--- config.mk ---
export PLATFORM = sky130hd
export DESIGN_NAME = audio_voice_sequencer
export DESIGN_NICKNAME = d
export VERILOG_FILES = /design/src/rtl/audio_voice_sequencer.sv
export SDC_FILE = /design/constraint.sdc
export NUM_CORES = 1
export LEC_CHECK = 0
export ABC_AREA = 0
export BUFFER_PORTS_ARGS = -buffer_cell sky130_fd_sc_hd__buf_2
export CAP_MARGIN = 20
export CORE_MARGIN = 5
export CORE_UTILIZATION = 56
export DETAILED_ROUTE_END_ITERATION = 7
export PLACE_DENSITY = 0.92
export SLEW_MARGIN = 10
export SYNTH_ARGS = -nofsm -noshare
export SYNTH_HDL_FRONTEND = slang
export SYNTH_SLANG_ARGS = --single-unit
export TNS_END_PERCENT = 1
--- constraint.sdc ---
create_clock -name clk -period 3.1 [get_ports clk]
set_clock_uncertainty 0.2 [all_clocks]
set_input_delay 0.62 -clock clk [delete_from_list [all_inputs] [get_ports clk]]
set_output_delay 0.62 -clock clk [all_outputs]
set_load 0.02 [all_outputs]
--- src/rtl/audio_voice_sequencer.sv ---
// Multi-channel ROM sample player: per-channel one-shot/looped playback at a fixed tick rate.
// Channels merge by highest-index priority; define AUDIO_MIX_EN for a saturating additive mix.
//
// state  | meaning
// S_IDLE | channel silent, address held at 0, waiting for a pending start
// S_PLAY | channel steps one ROM address per tick, wraps or stops at ch_len-1
module audio_voice_sequencer #(
  parameter int NUM_CH     = 5,
  parameter int SAMPLE_W   = 8,
  parameter int ADDR_W     = 15,
  parameter int CLK_DIV    = 8125,
  parameter int BOOT_CH    = NUM_CH - 1,
  parameter int BOOT_DELAY = 255
) (
  input  logic                         clk,
  input  logic                         reset,
  input  logic [NUM_CH-1:0]            trig,
  input  logic [NUM_CH-1:0]            loop,
  input  logic [NUM_CH*ADDR_W-1:0]     ch_len,
  output logic [NUM_CH*ADDR_W-1:0]     rom_addr,
  input  logic [NUM_CH*SAMPLE_W-1:0]   rom_data,
  output logic [SAMPLE_W-1:0]          sample_out,
  output logic                         sample_valid,
  output logic [NUM_CH-1:0]            busy
);

  localparam int CW = (CLK_DIV > 1) ? $clog2(CLK_DIV) : 1;
  localparam int BW = (BOOT_DELAY > 0) ? $clog2(BOOT_DELAY + 1) : 1;
  localparam logic [SAMPLE_W-1:0] MID = {1'b1, {(SAMPLE_W-1){1'b0}}};

  typedef enum logic {S_IDLE, S_PLAY} ch_state_t;

  ch_state_t           state [NUM_CH];
  logic [ADDR_W-1:0]   addr  [NUM_CH];
  logic [ADDR_W-1:0]   len   [NUM_CH];
  logic [SAMPLE_W-1:0] data  [NUM_CH];

  logic [CW-1:0]       div_cnt;
  logic [BW-1:0]       boot_cnt;
  logic [NUM_CH-1:0]   trig_q;
  logic [NUM_CH-1:0]   pending;
  logic [NUM_CH-1:0]   trig_edge;
  logic [NUM_CH-1:0]   req;
  logic [NUM_CH-1:0]   at_end;
  logic                tick;
  logic                boot_fire;
  logic [SAMPLE_W-1:0] merged;

  for (genvar g = 0; g < NUM_CH; g++) begin : g_pack
    assign len[g]  = ch_len[g*ADDR_W +: ADDR_W];
    assign data[g] = rom_data[g*SAMPLE_W +: SAMPLE_W];
    assign rom_addr[g*ADDR_W +: ADDR_W] = addr[g];
    // A zero length seen mid-play is treated as an immediate end so the address stays bounded.
    assign at_end[g] = (len[g] == '0) || (addr[g] >= len[g] - 1'b1);
  end

  assign tick      = (div_cnt == CW'(CLK_DIV - 1));
  assign trig_edge = trig & ~trig_q;
  assign boot_fire = (BOOT_DELAY != 0) && tick && (boot_cnt == BW'(1));

  // The boot cue is consumed on the very tick the delay expires.
  always_comb begin
    req = pending;
    if (boot_fire) req[BOOT_CH] = 1'b1;
  end

`ifdef AUDIO_MIX_EN
  localparam int SUM_W = SAMPLE_W + ((NUM_CH > 1) ? $clog2(NUM_CH) : 0);
  localparam logic signed [SUM_W-1:0] SAT_HI = SUM_W'((1 << (SAMPLE_W - 1)) - 1);
  localparam logic signed [SUM_W-1:0] SAT_LO = SUM_W'(-(1 << (SAMPLE_W - 1)));

  logic signed [SUM_W-1:0]    mix_sum;
  logic signed [SAMPLE_W-1:0] contrib;
  logic        [SUM_W-1:0]    mix_sat;

  // Offset-binary minus midscale is the same bits with the MSB inverted.
  always_comb begin
    mix_sum = '0;
    contrib = '0;
    for (int i = 0; i < NUM_CH; i++) begin
      if (state[i] == S_PLAY) begin
        contrib = $signed({~data[i][SAMPLE_W-1], data[i][SAMPLE_W-2:0]});
        mix_sum = mix_sum + SUM_W'(contrib);
      end
    end
    if (mix_sum > SAT_HI)      mix_sat = SAT_HI;
    else if (mix_sum < SAT_LO) mix_sat = SAT_LO;
    else                       mix_sat = mix_sum;
    merged = {~mix_sat[SAMPLE_W-1], mix_sat[SAMPLE_W-2:0]};
  end
`else
  always_comb begin
    merged = MID;
    for (int i = 0; i < NUM_CH; i++) begin
      if (state[i] == S_PLAY) merged = data[i];
    end
  end
`endif

  always_ff @(posedge clk or negedge reset) begin
    if (!reset) begin
      div_cnt      <= '0;
      boot_cnt     <= BW'(BOOT_DELAY);
      trig_q       <= '0;
      pending      <= '0;
      sample_out   <= MID;
      sample_valid <= 1'b0;
      busy         <= '0;
      for (int i = 0; i < NUM_CH; i++) begin
        state[i] <= S_IDLE;
        addr[i]  <= '0;
      end
    end else begin
      trig_q       <= trig;
      sample_valid <= tick;
      if (tick) begin
        div_cnt    <= '0;
        pending    <= trig_edge;
        sample_out <= merged;
        if (boot_cnt != '0) boot_cnt <= boot_cnt - 1'b1;
        for (int i = 0; i < NUM_CH; i++) begin
          case (state[i])
            S_IDLE: begin
              if (req[i]) begin
                addr[i] <= '0;
                if (len[i] != '0) begin
                  state[i] <= S_PLAY;
                  busy[i]  <= 1'b1;
                end
              end
            end
            S_PLAY: begin
              if (req[i]) begin
                addr[i] <= '0;
              end else if (at_end[i]) begin
                addr[i] <= '0;
                if (!loop[i]) begin
                  state[i] <= S_IDLE;
                  busy[i]  <= 1'b0;
                end
              end else begin
                addr[i] <= addr[i] + 1'b1;
              end
            end
            default: begin
              state[i] <= S_IDLE;
              busy[i]  <= 1'b0;
              addr[i]  <= '0;
            end
          endcase
        end
      end else begin
        div_cnt <= div_cnt + 1'b1;
        pending <= pending | trig_edge;
      end
    end
  end

endmodule
# ---- Yosys cells after proc, flatten, opt, wreduce, memory -nomap -nowiden
# Cells that the tools add are included.
dict set report word_totals {
  regBits 125
  in_bits 127
  out_inout_bits 89
  wordCells 189
}
dict set report classes {
  n_addsub 12
  order_cmp 5
  eq_ne 27
  muxes 88
  n_bitwise 8
  n_reduce_logical 28
}
# cell n
set op_table {}
lappend op_table {{$mux W15} 15}
lappend op_table {{$pmux W15 S2} 5}
lappend op_table {{$add A15 B1 Y15 const B} 5}
lappend op_table {{$ge A15 B15 Y1} 5}
lappend op_table {{$logic_not A15 Y1} 5}
lappend op_table {{$reduce_bool A15 Y1} 5}
lappend op_table {{$sub A15 B1 Y15 const B} 5}
lappend op_table {{$mux W1} 51}
lappend op_table {{$mux W8} 5}
lappend op_table {{$ne A2 B2 Y1 const B} 20}
lappend op_table {{$reduce_and A6 Y1} 5}
lappend op_table {{$pmux W1 S2} 10}
lappend op_table {{$add A13 B1 Y13 const B} 1}
lappend op_table {{$eq A13 B13 Y1 const B} 1}
lappend op_table {{$mux W13} 1}
lappend op_table {{$reduce_and A2 Y1} 6}
lappend op_table {{$ne A2 B1 Y1 const B} 5}
lappend op_table {{$eq A8 B1 Y1 const B} 1}
lappend op_table {{$reduce_bool A8 Y1} 1}
lappend op_table {{$sub A8 B1 Y8 const B} 1}
lappend op_table {{$and A5 B5 Y5} 1}
lappend op_table {{$logic_or A1 B1 Y1} 5}
lappend op_table {{$mux W5} 1}
lappend op_table {{$not A1 Y1} 5}
lappend op_table {{other kinds (3)} 3}

# ---- Depth between registers and ports, before layout
# Gate-level depths: netlist of run 1.
dict set report depth {
  ltp_word 6
  ltp_mapped 15
  depth_no_buf 13
}

# ---- Least setup slack after synthesis of run 1
# OpenSTA, ideal clock, no wires.
dict set report synth_timing {
  path_type {in2reg}
  from {input ch_len[64]}
  to {register addr (netlist bit rom_addr[73])}
  setup_ps 64
  arrival_time_ps 3778
  t_required_ps 2836
  slack_ps -942
  stages 13
  n_path_buf 1
  path_cell_list {nor4_1 > nor3b_1 > nand2b_1 > nor4_1 > xnor2_1 > ha_1 > a21o_1 > a211oi_2 > and2_1 > buf_6 > or4b_1 > or4b_1 > a21bo_1}
}
dict set report synth_via {
  elab_chain_len 6
  elab_cells_between_ends 7
  cone_classes {1 x add/sub; 1 x order compare; 3 x mux; 2 x reduce/logical}
}
# item line_no
set synth_lines {}
lappend synth_lines {{start, declared} 19} ;# input logic [NUM_CH*ADDR_W-1:0] ch_len,
lappend synth_lines {{$sub A15 B1 Y15} 54} ;# assign at_end[g] = (len[g] == '0) || (addr[g] >= len[g] - 1'b1);
lappend synth_lines {{$ge A15 B15 Y1} 54}
lappend synth_lines {{$logic_or A1 B1 Y1 *} 54}
lappend synth_lines {{$mux W15 *} 135} ;# end else if (at_end[i]) begin
lappend synth_lines {{$mux W15 *} 133} ;# if (req[i]) begin
lappend synth_lines {{$pmux W15 S2 *} 122} ;# case (state[i])
lappend synth_lines {{end signal, assigned by index} 142} ;# addr[i] <= addr[i] + 1'b1;
lappend synth_lines {{end, declared} 34} ;# logic [ADDR_W-1:0] addr [NUM_CH];
# Mark *: on every way between the ends. The rest lies on a longest branch, timed or not.
# A chain may end at the register's enable or synchronous reset.

# ---- Worst setup path in the final report of run 1
# Same ends and word-level chain as after synthesis.

==> results of run 1 <==
-- sequential cells by signal, summed over array words and instances (netlist names), 5 cells and up --
register / flops
rom_addr: 75
busy: 5
state: 5
sample_out: 8
pending: 5
trig_q: 5
div_cnt: 13
boot_cnt: 8
-- cell type report --
type	count	area (sq um)
tap	220	275
multi-input combinational	894	6270
inverter	46	173
clock inverter	14	218
sequential	125	3140
clock buffer	18	439
antenna	3	7.51
timing repair buffer	368	2280
fill	1041	3720
-- power by group --
| part | leakage (uW) | switching, uW | internal [uW] |
|---|---|---|---|
| logic | 0.00416 | 256 | 246 |
| registers | 0.00144 | 0.920 | 1640 |
| clock network | 0.000312 | 768 | 1450 |
| total | 0.00591 | 1030 | 3330 |
-- stage by stage --
step           utilization, %  setup WS, ns  setup TNS (ns)  power, uW  cells
2_1_floorplan               -        -0.718          -29.42       1830   1091
3_3_place_gp             72.0        -0.802          -41.04       2110   1652
3_5_place_dp             72.0         -1.03          -50.38       2130   1652
4_1_cts                  76.6        -0.550           -8.17       4330   1684
5_1_grt                  77.5         -1.02          -22.46       4470   1688
6_report                 77.5        -0.764          -12.85       4350   1688
-- per-layer routing --
layer  part of all wire [%]  vias to the layer above
li1                       -                     4728
met1                     36                     4961
met2                     48                      738
met3                    9.3                      203
met4                    5.9                        2
met5                  0.033                        -
-- cells in the final DEF (no fill, tap or decap), types with 12 or more instances in the layout --
cell,Yosys,final
buf_2,4,214
buf_4,0,149
nor2_1,130,125
dfrtp_1,116,116
ha_1,93,92
nand2_1,89,88
xnor2_1,64,64
nand3_1,58,58
o21ai_0,49,47
inv_1,46,46
xor2_1,44,44
nand4_1,41,41
nor3_1,45,39
a21oi_1,40,37
and3_1,20,19
nor4_1,29,17
clkbuf_16,0,17
a22o_1,16,16
a21o_1,15,15
a211oi_1,13,13
nand2b_1,12,12
a31oi_1,12,12
-- cells by family (layout without fill, tap and decap cells) --
group / count (synthesis) / in the layout
mux: 5 / 5
flops: 125 / 125
buf+inv: 72 / 446
xor+xnor: 108 / 108
simple gates: 494 / 494
other cells: 0 / 3
fa+ha+maj: 93 / 93
compound gates: 194 / 194
-- cell usage after synthesis, drive strengths merged, types with 21 or more instances --
library cell | instances | share of area [%]
nor3 | 47 | 2.6
nand3 | 58 | 3.1
o21ai | 50 | 2.7
and3 | 21 | 1.5
xor2 | 44 | 4.1
nor2 | 130 | 5.2
nand2 | 89 | 3.6
ha | 93 | 12
nor4 | 30 | 2.1
xnor2 | 64 | 6.0
a21oi | 40 | 2.1
inv | 46 | 1.8
nand4 | 43 | 3.0
dfrtp | 116 | 31
-- critical path: cells and delay by family --
family | cells | cell delay (ns)
AOI/OAI and AO/OA | 3 | 0.58
xor gates and xnor gates | 1 | 0.16
buffers and inverters | 1 | 0.13
and+or+nand+nor | 7 | 2.25
adders and majority gates | 1 | 0.27
-- how the worst max path moves through the flow --
stage                                     to  cells past startpoint
finish              rom_addr[73]$_DFFE_PN0P_                     13
global route        rom_addr[73]$_DFFE_PN0P_                     13
CTS                 rom_addr[68]$_DFFE_PN0P_                     13
detailed placement  rom_addr[72]$_DFFE_PN0P_                     13
global placement    rom_addr[73]$_DFFE_PN0P_                     13
floorplan           rom_addr[73]$_DFFE_PN0P_                     14
-- timing repair --
item                                    in CTS  in global routing
endpoints found under the setup margin      69                 83
pin swaps                                    6                  1
resized for setup                           24                 27
==> key figures, run 1 <==
Route
  • DR iter-0 viols: 882
  • Via-per-instance ratio: 6.30
  • TritonRoute pass-1 iters: 7
  • DRC errors left: 0
  • Vias: 10,600
  • Detailed Route WL: 33,500 um
  • Post-route ant nets: 0
  • Routed WL per cell: 19.8 um

Layout
  • Syn-to-layout area delta: 36.3%
  • Layout Nets: 1,672
  • Final instance area: 12,800 sq um
  • Share of cells above drive strength 1: 32.2%

Global routing
  • Overall Global Routing Usage: 31.5%
  • Grt ovf: 0
  • Global Route met1 Usage: 35.9%
  • GR peak layer: met2
  • Met3 GRT Util: 7.55%
  • Global-route wire length before repair: 50,400 um
  • Largest net degree at the start of global routing: 54
  • Antenna violations before repair: 4
  • Number of global-route vias before repair: 10,500
  • Met2 GRT Util: 54.5%

Critical path
  • Cell depth of the worst flop-to-flop path: 7
  • Critical path arrival: 4.03 ns
  • Critical Path Sink Type: flop
  • Worst Setup Start Kind: input pin
  • Worst R2R Start: div_cnt[0]$_DFF_PN0_
  • CP max FO: 4
  • Slowest cell on the critical path: or4b_4
  • Worst endpoint required time: 3.26 ns
  • Critical path, cell by cell: buf_2 > nor4_4 > nor3b_4 > nand2b_1 > nor4_2 > xnor2_1 > ha_1 > a21o_1 > a211oi_2 > and2_1 > or4b_4 > or4b_1 > a21bo_1
  • Crit path launch: ch_len[64]
  • CP Class: in2reg
  • Worst flop-to-flop path endpoint: rom_addr[69]$_DFFE_PN0P_
  • R2R Setup Slk: 0.14 ns
  • CP max stage delay: 0.50 ns

Pwr
  • Leakage: 0.00591 uW
  • Peak supply drop: 380 uV
  • Cell Pwr Density: 340 nW/um^2

STA
  • Final Hold Slack: 0.0519 ns
  • Setup violations, final: 45
  • RSZ-0062 raised after global routing: yes
  • Max Slew Vio Count: 0
  • Setup WS post-layout: -0.764 ns
  • Final Hold Fails: 0
  • Fmax achieved: 0.259 GHz
  • Fin crit share: 125%
  • Relative slew slack: 49.6%
  • Min cycle time layout: 3.86 ns
  • Tightest Pin Transition: 0.756 ns

Logic synthesis
  • Yosys warns: 0
  • Synth unique cells: 63
  • Cell Area, Synth: 9390 sq um
  • Async SR Flop Fraction: 100%
  • Synth Area in XOR/XNOR: 10.1%
  • Compound-cell area share of the yosys netlist: 13.6%
  • Simple-gate share of the synthesized area: 27.0%
  • Top FF cell, synth: dfrtp_1
  • Mean Syn Cell Area: 8.61 sq um
  • Sequential area share after synthesis: 33.4%
  • Post-synth EDFFs: 0
  • Syn Inst Count: 1,091
  • Post-Synth Adder-Cell Area: 12.4%
  • Main combinational cell family by area after synthesis: simple AND/OR/NAND/NOR gates
  • Syn Nets: 1,311
  • FF+latch count, synth: 125
  • Post-synthesis mux area share: 0.559%

Placement
  • # port buffers: 215
  • GPL Wtd Cong: 0.907
  • DP Wirelength: 23,100 um
  • Placed inst area: 11,900 sq um

Clocking
  • CTS tree: yes
  • H-Tree Depth: 4
  • Clk slew on worst S/H paths: 0.06 ns
  • Total CTS buffers: 17
  • CTS Sinks: 125
  • Clock buffer depth: 2
  • Post-CTS Setup Bufs: 0
  • Root buf cell: clkbuf_16
  • Worst-Skew Late Latency: 0.42 ns
  • Hold-fix buffers, CTS: 0

Die
  • Core Box Area: 16,500 sq um
  • Top Ports: 216
  • Die height: 140 um
  • Rows: 47
  • Die Span X: 140 um
  • Die area: 19,500 sq um
  • Initial Util: 56.8%

Min path
  • Hold WC Path Type: in2async

Status
  • Outcome: complete, but fails checks
  • Failing checks: negative setup slack

Run
  • Max Cap Viol: 0
(Power assumes the default switching activity.)
==> run 2: changes to the inputs <==
clock period = 4.1 ns   (was 3.1 ns; I/O delays follow)
==> key figures, run 2 (synthesized netlist as in run 1, its figures left out) <==
Status
  • Outcome: complete, no violations

Critical path
  • Slowest cell on the critical path: or4b_1
  • CP dominant cell by count: ha_1
  • Worst endpoint required time: 4.20 ns (+0.94 ns)
  • CP max FO: 5 (+1)
  • Cell depth of the worst flop-to-flop path: 7 (unchanged)
  • Worst Setup Start Kind: input pin
  • CP max stage delay: 0.48 ns (-0.02 ns)
  • CP Class: in2reg
  • Critical Path Sink Type: flop
  • Cell family with most CP delay: simple AND/OR/NAND/NOR gates
  • Critical path arrival: 4.05 ns (+0.02 ns)
  • Critical path, cell by cell: buf_2 > inv_1 > ha_1 > nor3b_2 > and3_1 > nand2_1 > xor2_1 > ha_1 > and4_1 > a211oi_2 > and2_1 > or4b_1 > or2_2 > o31ai_1
  • Total number of cells along the worst setup path: 14 (+1)
  • CP bufs+invs: 2 (+1)

Die
  • Die height: 140 um (unchanged)
  • Top Ports: 216 (unchanged)
  • Initial Util: 56.8% (unchanged)
  • Die Span X: 140 um (unchanged)
  • Rows: 47 (unchanged)
  • Die area: 19,500 sq um (unchanged)
  • Core Box Area: 16,500 sq um (unchanged)

STA
  • RSZ-0062 raised after global routing: no
  • Tightest Pin Transition: 0.892 ns (+0.136 ns)
  • Fmax achieved: 0.253 GHz
  • Min cycle time layout: 3.95 ns
  • Fin crit share: 96.3%
  • Setup TNS: 0 ns (+12.85 ns)
  • Final Hold Fails: 0 (unchanged)
  • Final Hold Slack: 0.223 ns (+0.171 ns)
  • Relative slew slack: 40.1% (-9.5 points)
  • Setup violations, final: 0 (-100%)
  • Max Slew Vio Count: 0 (unchanged)

Layout
  • Most frequent cells in the layout: buf_2 (214), nor2_1 (130), dfrtp_1 (116)
  • Most common cell after layout, fill and taps aside: buf_2
  • Ant diodes: 0 (-3)
  • Filler Cell Count: 1,261 (+21%)
  • Area of the multi-input gates: 6010 sq um (-4.2%)
  • Sequential cell area: 3140 sq um (unchanged)
  • Layout Nets: 1,555 (-7.0%)
  • Max reg flops: 75 (unchanged)
  • Syn-to-layout area delta: 23.4%
  • Share of cells above drive strength 1: 23.2% (-8.9 points)

Pwr
  • Power share of the clock group: 52.0% (+1.1 points)
  • Logic gate share of total power: 9.0% (-2.5 points)
  • Sequential share of power: 39.1% (+1.5 points)
  • Cell Pwr Density: 273 nW/um^2 (-20%)
  • P_int: 2440 uW (-27%)
  • Switching share of power: 23.0% (-0.52 points)
  • Total power: 3170 uW (-27%)
  • Psw: 730 uW (-29%)
  • Leakage: 0.00526 uW (-11%)
  • Peak supply drop: 272 uV (-28%)

Placement
  • DP Wirelength: 21,100 um (-8.3%)
  • GPL Wtd Cong: 0.952 (+5.0%)
  • # port buffers: 215 (unchanged)

Clocking
  • H-Tree Depth: 4 (unchanged)
  • Hold-fix buffers, CTS: 0 (unchanged)
  • Total CTS buffers: 17 (unchanged)
  • CTS Sinks: 125 (unchanged)
  • Clk slew on worst S/H paths: 0.06 ns (about the same)
  • Worst-Skew Late Latency: 0.42 ns (about the same)
  • CTS tree: yes
  • Root buf cell: clkbuf_16
  • Clock buffer depth: 2 (unchanged)

Route
  • Post-route ant nets: 0 (unchanged)
  • DRT met1 WL: 11,300 um (-7.0%)
  • DR iter-0 viols: 742 (-16%)
  • Detailed Route WL: 28,000 um (-16%)
  • Via-per-instance ratio: 6.06 (-3.7%)
  • Top Metal Used: met5
  • Routed met2 length: 13,800 um (-15%)
  • DRC errors left: 0 (unchanged)
  • Vias: 9,506 (-11%)
  • Routed WL per cell: 17.9 um (-9.9%)
  • TritonRoute pass-1 iters: 7 (unchanged)
  • Met3 routed WL: 2160 um (-31%)

Min path
  • WHS Path Cells: 1
  • Hold WC Path Type: reg2reg

Global routing
  • Largest net degree at the start of global routing: 66 (+22%)
  • Antenna violations before repair: 1 (-3)
  • Overall Global Routing Usage: 28.0% (-3.4 points)
  • Global-route wire length before repair: 45,300 um (-10%)
  • Grt ovf: 0 (unchanged)
  • Number of global-route vias before repair: 9,278 (-12%)

Run
  • Max Cap Viol: 0 (unchanged)
run 2: worst paths after layout:
check	startpoint	endpoint	slack, ns
worst max-delay path	ch_len[60]	rom_addr[70]$_DFFE_PN0P_	0.15
worst min-delay path	trig_q[0]$_DFF_PN0_	pending[0]$_DFF_PN0_	0.22
worst max register to register	rom_addr[74]$_DFFE_PN0P_	rom_addr[70]$_DFFE_PN0P_	1.20
worst min register to register	trig_q[0]$_DFF_PN0_	pending[0]$_DFF_PN0_	0.22
max in group asynchronous	reset	boot_cnt[0]$_DFFE_PN1P_	2.51
min in group asynchronous	reset	rom_addr[19]$_DFFE_PN0P_	0.28
run 2: per-stage QoR:
step                      setup WS (ns)  utilization, %  std cells  instance area [sq um]
after global routing             0.0411            70.1       1568                  11600
after CTS                         0.185            70.0       1566                  11600
after floorplan                  0.0463               -       1091                   9420
after detailed placement         -0.151            66.1       1534                  10900
final                             0.152            70.1       1568                  11600
after global placement          -0.0106            66.1       1534                  10900
run 2: cell type report:
cell class                      count  area share [%]
Clock inverter                     15            1.90
Tap cell                          220            2.37
Inverter                           46            1.49
Multi-Input combinational cell    894            51.9
Timing Repair Buffer              251            11.6
Sequential cell                   125            27.1
Clock buffer                       17            3.67
run 2: routing by layer:
metal / up-vias / global-route usage [%]
li1: 4481 / -
met2: 453 / 48.5
met1: 4495 / 34.6
met5: - / 0
met3: 75 / 5.97
met4: 2 / 10.1
run 2: timing repair:
| item | CTS | global route |
|---|---|---|
| endpoints found under the setup margin | 0 | 2 |
| setup buffers | 0 | 0 |
| resized for setup | 0 | 1 |
run 2: worst reg2reg max path, stage by stage, from the launching register on:
cell	delay, ns
dfrtp_1	0.46
ha_1	0.36
and4_1	0.24
a211oi_2	0.23
and2_1	0.18
or4b_1	0.48
or2_2	0.35
o31ai_1	0.31
run 2: power groups by stage:
stage               clock (uW)  sequential (uW)  combinational, uW
floorplan                    0             1260                126
global placement             0             1260                268
detailed placement           0             1260                281
CTS                       1670             1240                283
global route              1720             1240                319
finish                    1650             1240                285
==> run 3: changes to the inputs <==
SETUP_SLACK_MARGIN = 0.3   (was not set)
==> key figures, run 3 (synthesized netlist as in run 1, its figures left out) <==
Status
  • Outcome: complete, no violations

Clocking
  • Root buf cell: clkbuf_16
  • Clk slew on worst S/H paths: 0.06 ns (about the same)
  • Total CTS buffers: 17 (unchanged)
  • Hold-fix buffers, CTS: 0 (unchanged)
  • H-Tree Depth: 4 (unchanged)
  • CTS Sinks: 125 (unchanged)
  • CTS tree: yes
  • Worst-Skew Late Latency: 0.43 ns (about the same)
  • Clock buffer depth: 2 (unchanged)

Die
  • Initial Util: 56.8% (unchanged)
  • Die height: 140 um (unchanged)
  • Die Span X: 140 um (unchanged)
  • Die area: 19,500 sq um (unchanged)
  • Top Ports: 216 (unchanged)
  • Rows: 47 (unchanged)
  • Core Box Area: 16,500 sq um (unchanged)

STA
  • Fmax achieved: 0.267 GHz (+5.4%)
  • Min cycle time layout: 3.75 ns (-0.202 ns)
  • RSZ-0062 raised after global routing: yes
  • Final Hold Slack: 0.0997 ns (-0.123 ns)
  • Relative slew slack: 41.3% (+1.3 points)
  • Max Slew Vio Count: 0 (unchanged)
  • Final Hold Fails: 0 (unchanged)
  • Setup violations, final: 0 (unchanged)
  • Tightest Pin Transition: 0.880 ns (-0.0117 ns)
  • Fin crit share: 91.4% (-4.9 points)

Min path
  • Hold WC Path Type: in2async

Global routing
  • Overall Global Routing Usage: 28.2% (+0.20 points)
  • Number of global-route vias before repair: 9,470 (+2.1%)
  • Antenna violations before repair: 8 (+7)
  • Grt ovf: 0 (unchanged)
  • Largest net degree at the start of global routing: 101 (+53%)
  • Global-route wire length before repair: 45,300 um (+0.17%)

Layout
  • Share of cells above drive strength 1: 23.7% (+0.50 points)
  • Layout Nets: 1,556 (+0.064%)
  • Most common cell after layout, fill and taps aside: buf_2
  • Filler Cell Count: 1,208 (-4.2%)
  • Fin cells: 1,573 (+0.32%)
  • Syn-to-layout area delta: 24.0%
  • Max reg flops: 75 (unchanged)
  • Most frequent cells in the layout: buf_2 (214), nor2_1 (130), dfrtp_1 (116)

Run
  • Max Cap Viol: 0 (unchanged)

Placement
  • GPL Wtd Cong: 0.924 (-2.9%)
  • # port buffers: 215 (unchanged)
  • DP Wirelength: 21,100 um (-0.14%)
  • Placed Instances: 1,534 (unchanged)

Pwr
  • Peak supply drop: 293 uV (+7.5%)
  • Cell Pwr Density: 268 nW/um^2 (-1.9%)
  • Leakage: 0.00528 uW (+0.43%)

Route
  • Detailed Route WL: 29,200 um (+4.2%)
  • Post-route ant nets: 0 (unchanged)
  • DR iter-0 viols: 1,064 (+43%)
  • Routed WL per cell: 18.5 um (+3.9%)
  • Via-per-instance ratio: 6.21 (+2.5%)
  • TritonRoute pass-1 iters: 6 (-1)
  • DRC errors left: 0 (unchanged)
  • Vias: 9,773 (+2.8%)

Critical path
  • CP max FO: 3 (-2)
  • Worst Setup Start Kind: input pin
  • Slowest cell on the critical path: or4b_4
  • CP Class: in2reg
  • Critical path arrival: 3.91 ns (-0.14 ns)
  • Worst endpoint required time: 4.26 ns (+0.06 ns)
  • Critical Path Sink Type: flop
  • Critical path, cell by cell: buf_2 > nor4_4 > nor3b_2 > nand2b_1 > nor4_2 > xnor2_1 > ha_1 > a21o_1 > a211oi_2 > and2_1 > or4b_4 > or4b_1 > a21bo_1
  • CP max stage delay: 0.47 ns (about the same)
[run 3: changes by cell type in the layout (fill, tap and decap cells not counted), sizes merged]
cell	previous run	this run
buf	250	252
bufinv	5	4
clkbuf	18	21
clkinv	4	7
clkinvlp	5	0
diode	0	4
inv	47	46
[run 3: metal layers]
| layer | vias to the layer above | wire (um) | track usage (%) | share of wire [%] |
|---|---|---|---|---|
| li1 | 4500 | - | - | - |
| met1 | 4606 | 11400 | 33.6 | 39 |
| met2 | 511 | 13800 | 46.9 | 47 |
| met3 | 148 | 2500 | 7.72 | 8.6 |
| met4 | 8 | 1430 | 14.4 | 4.9 |
| met5 | - | 46 | 0 | 0.16 |
[run 3: area by class of cell]
type,count,area (sq um),share of cell area (%)
multi-input combinational,894,6060,52.1
sequential,125,3140,27.0
timing repair buffer,252,1370,11.8
clock buffer,21,450,3.87
tap,220,275,2.36
inverter,46,173,1.48
clock inverter,11,166,1.43
antenna,4,10.0,0.0859
[run 3: final timing paths]
check | cells past startpoint | start | slack, ns | endpoint
min | 1 | reset | 0.1 | rom_addr[49]$_DFFE_PN0P_
max | 13 | ch_len[64] | 0.35 | rom_addr[73]$_DFFE_PN0P_
min in group clk | 1 | trig_q[2]$_DFF_PN0_ | 0.21 | pending[2]$_DFF_PN0_
max reg2reg | 8 | div_cnt[0]$_DFF_PN0_ | 1.14 | rom_addr[20]$_DFFE_PN0P_
min reg2reg | 1 | trig_q[2]$_DFF_PN0_ | 0.21 | pending[2]$_DFF_PN0_
max in group asynchronous | 2 | reset | 2.72 | state[4]$_DFFE_PN0P_
[run 3: stage by stage]
stage	power (uW)	cell area, sq um	TNS, ns	setup slack, ns	utilization (%)
after floorplan	1390	9440	0	0.0816	-
after global placement	1530	11000	0	0.0392	66.4
after detailed placement	1540	11000	-1.64	-0.138	66.4
after CTS	3120	11600	0	0.378	70.1
after global routing	3220	11600	0	0.132	70.5
final	3120	11600	0	0.354	70.5
[run 3: timing repair]
item,in CTS,in global routing
buffers inserted,0,2
setup endpoints to repair,7,39
pin swaps,0,0
cloned,0,0
gates resized for setup,1,7
[run 3: report_power, final]
part | internal [uW] | switching, uW
clock network | 1030 | 561
registers | 1240 | 0.576
logic | 130 | 165
[run 3: worst max-delay path, delay by kind of cell]
kind / cells / cell delay [ns]
AOI/OAI and AO/OA: 3 / 0.57
xor gates and xnor gates: 1 / 0.15
adders and majority gates: 1 / 0.27
buffers and inverters: 1 / 0.13
and+or+nand+nor: 7 / 1.96
